<file path="config.mk">
export PLATFORM = sky130hd
export DESIGN_NAME = leaf_max_arbiter
export DESIGN_NICKNAME = d
export VERILOG_FILES = /design/src/rtl/leaf_max_arbiter.sv
export SDC_FILE = /design/constraint.sdc
export NUM_CORES = 1
export LEC_CHECK = 0
export BUFFER_PORTS_ARGS = -buffer_cell sky130_fd_sc_hd__buf_2
export CAP_MARGIN = 20
export CORE_AREA = 3 3 102 104
export CTS_BUF_LIST = sky130_fd_sc_hd__clkbuf_8
export DETAILED_ROUTE_END_ITERATION = 12
export DIE_AREA = 0 0 105 107
export PLACE_DENSITY_LB_ADDON = 0.15
export SYNTH_ARGS = -nofsm -noshare
export SYNTH_HDL_FRONTEND = slang
export SYNTH_SLANG_ARGS = --single-unit
</file>
<file path="constraint.sdc">
create_clock -name clk -period 4.2 [get_ports clk]
set_input_delay 0.84 -clock clk [delete_from_list [all_inputs] [get_ports clk]]
set_output_delay 0.84 -clock clk [all_outputs]
set_load 0.005 [all_outputs]
</file>
<file path="src/rtl/leaf_max_arbiter.sv">
// Arbiter for the dual-port t_max_leaf BRAM: one never-stalled reader on port A and two
// round-robin writers on port B (and port A when no read is pending). Optional read-after-write
// forwarding is enabled with `define LEAF_MAX_ARB_BYPASS_EN.
//
// Handshake: a writer whose *_valid is high with *_stall low is accepted in that cycle; with
// *_stall high it must hold valid/addr/data unchanged into the next cycle. Reads have no
// backpressure and complete exactly RD_LAT cycles later on rd_resp_valid/rd_resp_data.
module leaf_max_arbiter #(
    parameter int ADDR_W = 9,
    parameter int DATA_W = 32,
    parameter int RD_LAT = 1,
    parameter int CNT_W  = 16
) (
    input  logic              clk,
    input  logic              rst,
    input  logic              rd_valid,
    input  logic [ADDR_W-1:0] rd_addr,
    output logic              rd_resp_valid,
    output logic [DATA_W-1:0] rd_resp_data,
    input  logic              wr0_valid,
    input  logic [ADDR_W-1:0] wr0_addr,
    input  logic [DATA_W-1:0] wr0_data,
    output logic              wr0_stall,
    input  logic              wr1_valid,
    input  logic [ADDR_W-1:0] wr1_addr,
    input  logic [DATA_W-1:0] wr1_data,
    output logic              wr1_stall,
    output logic [ADDR_W-1:0] bram_addr_a,
    output logic [DATA_W-1:0] bram_wdata_a,
    output logic              bram_wren_a,
    input  logic [DATA_W-1:0] bram_q_a,
    output logic [ADDR_W-1:0] bram_addr_b,
    output logic [DATA_W-1:0] bram_wdata_b,
    output logic              bram_wren_b,
    output logic [CNT_W-1:0]  contend_cnt
);

    // Round-robin pointer: 0 prefers wr0, 1 prefers wr1.
    logic             rrp_q, rrp_d;
    logic [CNT_W-1:0] cnt_q, cnt_d;

    logic contend;
    logic a_use_wr0;
    logic b_use_wr0;
    logic b_use_wr1;

    logic [RD_LAT-1:0]             vld_q, vld_d;
    logic [RD_LAT-1:0][ADDR_W-1:0] raddr_q, raddr_d;

    // Contention exists when port A is taken by a read, or both writers target one row.
    always_comb begin
        contend   = wr0_valid & wr1_valid & (rd_valid | (wr0_addr == wr1_addr));
        wr0_stall = contend & rrp_q;
        wr1_stall = contend & ~rrp_q;
        a_use_wr0 = ~rd_valid & ~contend & wr0_valid;
        b_use_wr0 = (rd_valid | contend) & wr0_valid & ~wr0_stall;
        b_use_wr1 = wr1_valid & ~wr1_stall;
    end

    always_comb begin
        bram_addr_a  = '0;
        bram_wdata_a = '0;
        bram_wren_a  = 1'b0;
        if (rd_valid) begin
            bram_addr_a = rd_addr;
        end else if (a_use_wr0) begin
            bram_addr_a  = wr0_addr;
            bram_wdata_a = wr0_data;
            bram_wren_a  = rst;
        end
    end

    always_comb begin
        bram_addr_b  = '0;
        bram_wdata_b = '0;
        bram_wren_b  = 1'b0;
        if (b_use_wr0) begin
            bram_addr_b  = wr0_addr;
            bram_wdata_b = wr0_data;
            bram_wren_b  = rst;
        end else if (b_use_wr1) begin
            bram_addr_b  = wr1_addr;
            bram_wdata_b = wr1_data;
            bram_wren_b  = rst;
        end
    end

    always_comb begin
        rrp_d = rrp_q ^ contend;
        cnt_d = cnt_q;
        if (contend && (cnt_q != {CNT_W{1'b1}})) begin
            cnt_d = cnt_q + CNT_W'(1);
        end
    end

    always_comb begin
        vld_d      = '0;
        raddr_d    = '0;
        vld_d[0]   = rd_valid;
        raddr_d[0] = rd_addr;
        for (int i = 1; i < RD_LAT; i++) begin
            vld_d[i]   = vld_q[i-1];
            raddr_d[i] = raddr_q[i-1];
        end
    end

    always_ff @(posedge clk or negedge rst) begin
        if (!rst) begin
            rrp_q   <= 1'b0;
            cnt_q   <= '0;
            vld_q   <= '0;
            raddr_q <= '0;
        end else begin
            rrp_q   <= rrp_d;
            cnt_q   <= cnt_d;
            vld_q   <= vld_d;
            raddr_q <= raddr_d;
        end
    end

    assign contend_cnt   = cnt_q;
    assign rd_resp_valid = vld_q[RD_LAT-1];

`ifdef LEAF_MAX_ARB_BYPASS_EN
    logic [RD_LAT-1:0]             fwd_q, fwd_d;
    logic [RD_LAT-1:0][DATA_W-1:0] fdata_q, fdata_d;

    // Every in-flight read snoops this cycle's writes; port B is applied last so it wins.
    always_comb begin
        fwd_d   = '0;
        fdata_d = '0;
        for (int i = 1; i < RD_LAT; i++) begin
            fwd_d[i]   = fwd_q[i-1];
            fdata_d[i] = fdata_q[i-1];
        end
        for (int i = 0; i < RD_LAT; i++) begin
            if (bram_wren_a && (bram_addr_a == raddr_d[i])) begin
                fwd_d[i]   = 1'b1;
                fdata_d[i] = bram_wdata_a;
            end
            if (bram_wren_b && (bram_addr_b == raddr_d[i])) begin
                fwd_d[i]   = 1'b1;
                fdata_d[i] = bram_wdata_b;
            end
        end
    end

    always_ff @(posedge clk or negedge rst) begin
        if (!rst) begin
            fwd_q   <= '0;
            fdata_q <= '0;
        end else begin
            fwd_q   <= fwd_d;
            fdata_q <= fdata_d;
        end
    end

    always_comb begin
        rd_resp_data = '0;
        if (vld_q[RD_LAT-1]) begin
            rd_resp_data = fwd_q[RD_LAT-1] ? fdata_q[RD_LAT-1] : bram_q_a;
        end
    end
`else
    always_comb begin
        rd_resp_data = '0;
        if (vld_q[RD_LAT-1]) begin
            rd_resp_data = bram_q_a;
        end
    end
`endif

endmodule
</file>
Yosys cells after proc, flatten, opt, wreduce, memory -nomap -nowiden
Cells that the tools add are included.

storage, ports and cells
  bits in registers = 18
  input port bits = 128
  output and inout port bits = 135
  logic and storage cells = 37

cells by class
  add/subtract/negate cells = 1
  equal/unequal tests = 2
  mux-type cells = 13
  bitwise operators = 17
  reduce and logical (&&, ||, !) cells = 1

operators by type and width
  operator                                                         number
  32-bit 2-to-1 mux                                                5
  9-bit 2-to-1 mux                                                 4
  16-bit by 1-bit adder with 16-bit output, second input constant  1
  16-bit != test, second input constant                            1
  1-bit bitwise AND                                                9
  9-bit equality test                                              1
  1-bit inverter                                                   5
  1-bit 2-to-1 mux                                                 4
  1-bit OR                                                         2
  1-bit logical AND                                                1
  1-bit XOR                                                        1

Logic depth before layout (Yosys ltp)
  depth in word-level cells = 8
  depth in mapped cells = 10
  mapped depth without buffers = 8

Worst setup path after synthesis
No wires, ideal clock.

  path kind = input port to output port
  from = input wr1_addr[5]
  to = output bram_wdata_b[30]
  arrival = 3019 ps
  required time = 3360 ps
  slack = 341 ps
  stages on the path = 10
  cell sequence = xor2_1 -> nor4_4 -> a31oi_2 -> buf_6 -> nor2_1 -> ha_1 -> nor2_1 -> a21boi_0 -> clkbuf_1 -> a32o_1

RTL lines
  item                 RTL line  source
  start: declaration   25        input logic [ADDR_W-1:0] wr1_addr,
  9-bit equality test  52        contend = wr0_valid & wr1_valid & (rd_valid | (wr0_addr == wr1_addr));
  1-bit OR             52
  1-bit bitwise AND    52
  1-bit bitwise AND    53        wr0_stall = contend & rrp_q;
  via wr0_stall        23        output logic wr0_stall,
  1-bit inverter       56        b_use_wr0 = (rd_valid | contend) & wr0_valid & ~wr0_stall;
  1-bit bitwise AND    56
  32-bit 2-to-1 mux    77        if (b_use_wr0) begin
  end: declaration     33        output logic [DATA_W-1:0] bram_wdata_b,

The timed path passes the listed nets, and every way through them passes these cells.

Worst setup path in the final report
  from = input wr1_addr[5]
  to = output bram_wren_b

between the ends
  cells in the longest elaborated chain, start to end = 8

RTL lines
  item                     RTL line  source
  9-bit equality test (*)  52
  1-bit OR (*)             52
  1-bit bitwise AND (*)    52
  1-bit bitwise AND        54        wr1_stall = contend & ~rrp_q;
  1-bit inverter           57        b_use_wr1 = wr1_valid & ~wr1_stall;
  1-bit bitwise AND        57
  1-bit 2-to-1 mux         81        end else if (b_use_wr1) begin
  1-bit 2-to-1 mux (*)     77
  end: declaration         34        output logic bram_wren_b,

Mark *: on every way between the ends. The rest lies on a longest branch, timed or not.

==> impl_metrics.json <==
{
  "clock_power_share": 0.192,
  "dp.cells": 643,
  "path_depth": 10,
  "place_area_um2": 3590,
  "die_width_um": 105,
  "cpPeakStageDelay_ps": 640,
  "setup_tns_ps": 0,
  "synth_fp_nets": 395,
  "synth_cell_types": 37,
  "post-dp-hpwl_um": 7710,
  "synth_flop_cell": "dfrtp_1",
  "vdd_drop_max_uv": 234,
  "p_switching_mw": 0.274,
  "synth_seq_cells": 18,
  "worstMarginPinSlew_ps": 850,
  "antenna_found_initial": 1,
  "postCtsHoldBufs": 0,
  "numCtsBuffers": 3,
  "via_count": 3011,
  "drcViolationCount": 0,
  "cp_common_cell": "buf_2",
  "rows": 36,
  "p_comb_frac": 0.488,
  "cts_sinks": 18,
  "rsz0062_at_grt": "false",
  "max_freq_mhz": 251,
  "status": "complete, no violations",
  "final_common_cell": "buf_2",
  "ys_seq_area_frac": 0.211,
  "overflow": 0,
  "avgSynthCellArea_um2": 8.09,
  "cap_violations": 0,
  "syn_to_final_growth_pct": 71.0,
  "worstPathRequired_ps": 3360,
  "drive_gt1_frac": 0.556,
  "worstSetupPathType": "in -> out",
  "min_delay_path_depth": 1,
  "post_cts_buffers": 0,
  "dpl_worst_slack_ps": 217,
  "pin_count": 263,
  "io_buffer_count": 262,
  "drt-total-wl_um": 9650,
  "grt_use_total": 0.154,
  "yosysWarnings": 0,
  "skew_ps": 4.01,
  "postSynthCellCount": 264,
  "finalSetupViolations": 0,
  "start_util": 0.221,
  "max-clock-path-buffers": 2,
  "p_int_mw": 0.487,
  "fin_crit_sh": 0.947,
  "p_seq_frac": 0.320,
  "cp_num_buf_inv": 3,
  "grt_max_degree": 42,
  "synth-edff-count": 0,
  "die_h_um": 107,
  "critPathLaunchType": "primary input",
  "die_area_um2": 11200,
  "clk_pin_slew_ps": 70,
  "slew_headroom": 0.433,
  "stdcell_count": 647,
  "routabilityCongestion": 0.752,
  "slew_viol_final": 0,
  "final_cell_mix": "buf_2, and2_1, a32o_1",
  "avgRoutedWirePerCell_um": 14.9,
  "cts_resized": 0,
  "worstRegToRegCells": 6,
  "htreeDepth": 1,
  "crit_family": "simple AND/OR/NAND/NOR gates",
  "crit_slowest_cell": "nor3_4",
  "root_buffer": "clkbuf_8",
  "first_pass_iters": 4,
  "p_sw_frac": 0.360,
  "cp_max_fo": 24,
  "power_density_nw_per_um2": 208,
  "worst_ep_arrival_time_ps": 3140,
  "tritoncts": "built",
  "hold_path.class": "reg -> reg",
  "hold_violations": 0,
  "final_cell_area_um2": 3650,
  "min_period_ps": 3980,
  "async_flop_share": 1.00,
  "worstPathCellList": "buf_2 -> xor2_1 -> nor4_4 -> a31oi_2 -> nor2_1 -> ha_1 -> nor3_4 -> buf_4 -> o21a_1 -> buf_2",
  "layout_setup_ws_ps": 221,
  "diodes": 0,
  "grt_pass1_vias": 2728,
  "nNetsFinal": 646,
  "clk_latency_ps": 260,
  "postRouteAntennaNets": 0,
  "cp-end-kind": "output pin",
  "synth.cell_area_um2": 2130,
  "core_area_um2": 9640,
  "drtIter0Drc": 236,
  "power_leakage_nw": 2.07,
  "viasPerCell": 4.65,
  "grt_pass1_wl_um": 14500
}
flip-flops by register name (all words and copies together) (netlist names):
register	flops
contend_cnt	16
rd_resp_valid	1
rrp_q	1
routing by layer:
| metal | global-route usage | vias up | wire [um] |
|---|---|---|---|
| li1 | - | 1470 | - |
| met1 | 0.201 | 1407 | 4060 |
| met2 | 0.272 | 126 | 4880 |
| met3 | 0.0355 | 6 | 666 |
| met4 | 0.0103 | 2 | 31 |
| met5 | 0 | - | 13 |
synthesized netlist by cell type, types with 2 or more instances:
master	instances	area, um^2
and2_1	66	413
nor3_2	2	20.0
a32o_1	32	320
o21ai_0	10	50.1
clkbuf_1	17	63.8
buf_2	5	25.0
dfrtp_1	18	450
inv_1	3	11.3
nand2_1	23	86.3
nor4_1	10	62.6
nor2_1	5	18.8
xor2_1	20	175
mux2_2	3	33.8
ha_1	3	37.5
nand3_1	14	70.1
and3_1	3	18.8
nor3_1	3	15.0
a22o_1	8	70.1
power by group through the flow:
| stage | combinational [mW] | sequential, mW | clock (mW) |
|---|---|---|---|
| floorplan | 0.172 | 0.240 | 0 |
| global placement | 0.374 | 0.246 | 0 |
| detailed placement | 0.375 | 0.247 | 0 |
| CTS | 0.378 | 0.244 | 0.154 |
| global route | 0.413 | 0.251 | 0.163 |
| finish | 0.372 | 0.243 | 0.146 |
stage by stage:
step | utilization | power, mW | hold WS [ps]
after floorplan | - | 0.412 | 477
after global placement | 0.373 | 0.620 | 478
after detailed placement | 0.373 | 0.622 | 481
after CTS | 0.379 | 0.776 | 494
after global routing | 0.379 | 0.827 | 510
final | 0.379 | 0.761 | 484
kinds of logic (layout without fill, tap and decap cells):
logic type | count (synthesis) | after routing | synth area share
AO/OA/AOI/OAI | 56 | 56 | 0.236
XOR/XNOR | 21 | 21 | 0.0862
adder cells (fa/ha/maj) | 3 | 3 | 0.0176
buffers and inverters | 26 | 276 | 0.0522
flip-flops | 18 | 18 | 0.211
multiplexers | 4 | 4 | 0.0229
AND/OR/NAND/NOR | 136 | 136 | 0.375
final timing paths:
check | start | endpoint | slack [ps]
setup / recovery | wr1_addr[5] | bram_wren_b | 220
hold / removal | contend_cnt[4] | contend_cnt[4] | 480
setup reg to reg | contend_cnt[0] | contend_cnt[1] | 1690
hold reg to reg | contend_cnt[4] | contend_cnt[4] | 480
max in group asynchronous | rst | contend_cnt[4] | 3340
min in group asynchronous | rst | contend_cnt[15] | 530
area by class of cell:
cell class                 instances  area [um^2]
sequential                        18          450
timing repair buffer             269         1380
multi-input combinational        220         1590
clock buffer                       4         55.1
tap                              133          166
fill                            1085         5990
inverter                           3         11.3
worst reg2reg max path, delay by kind of cell (launching register included):
family        cells  cell delay (ps)
flops             1              450
simple gates      4             1390
fa+ha+maj         1              260
mux               1              290
(Power assumes the default switching activity.)
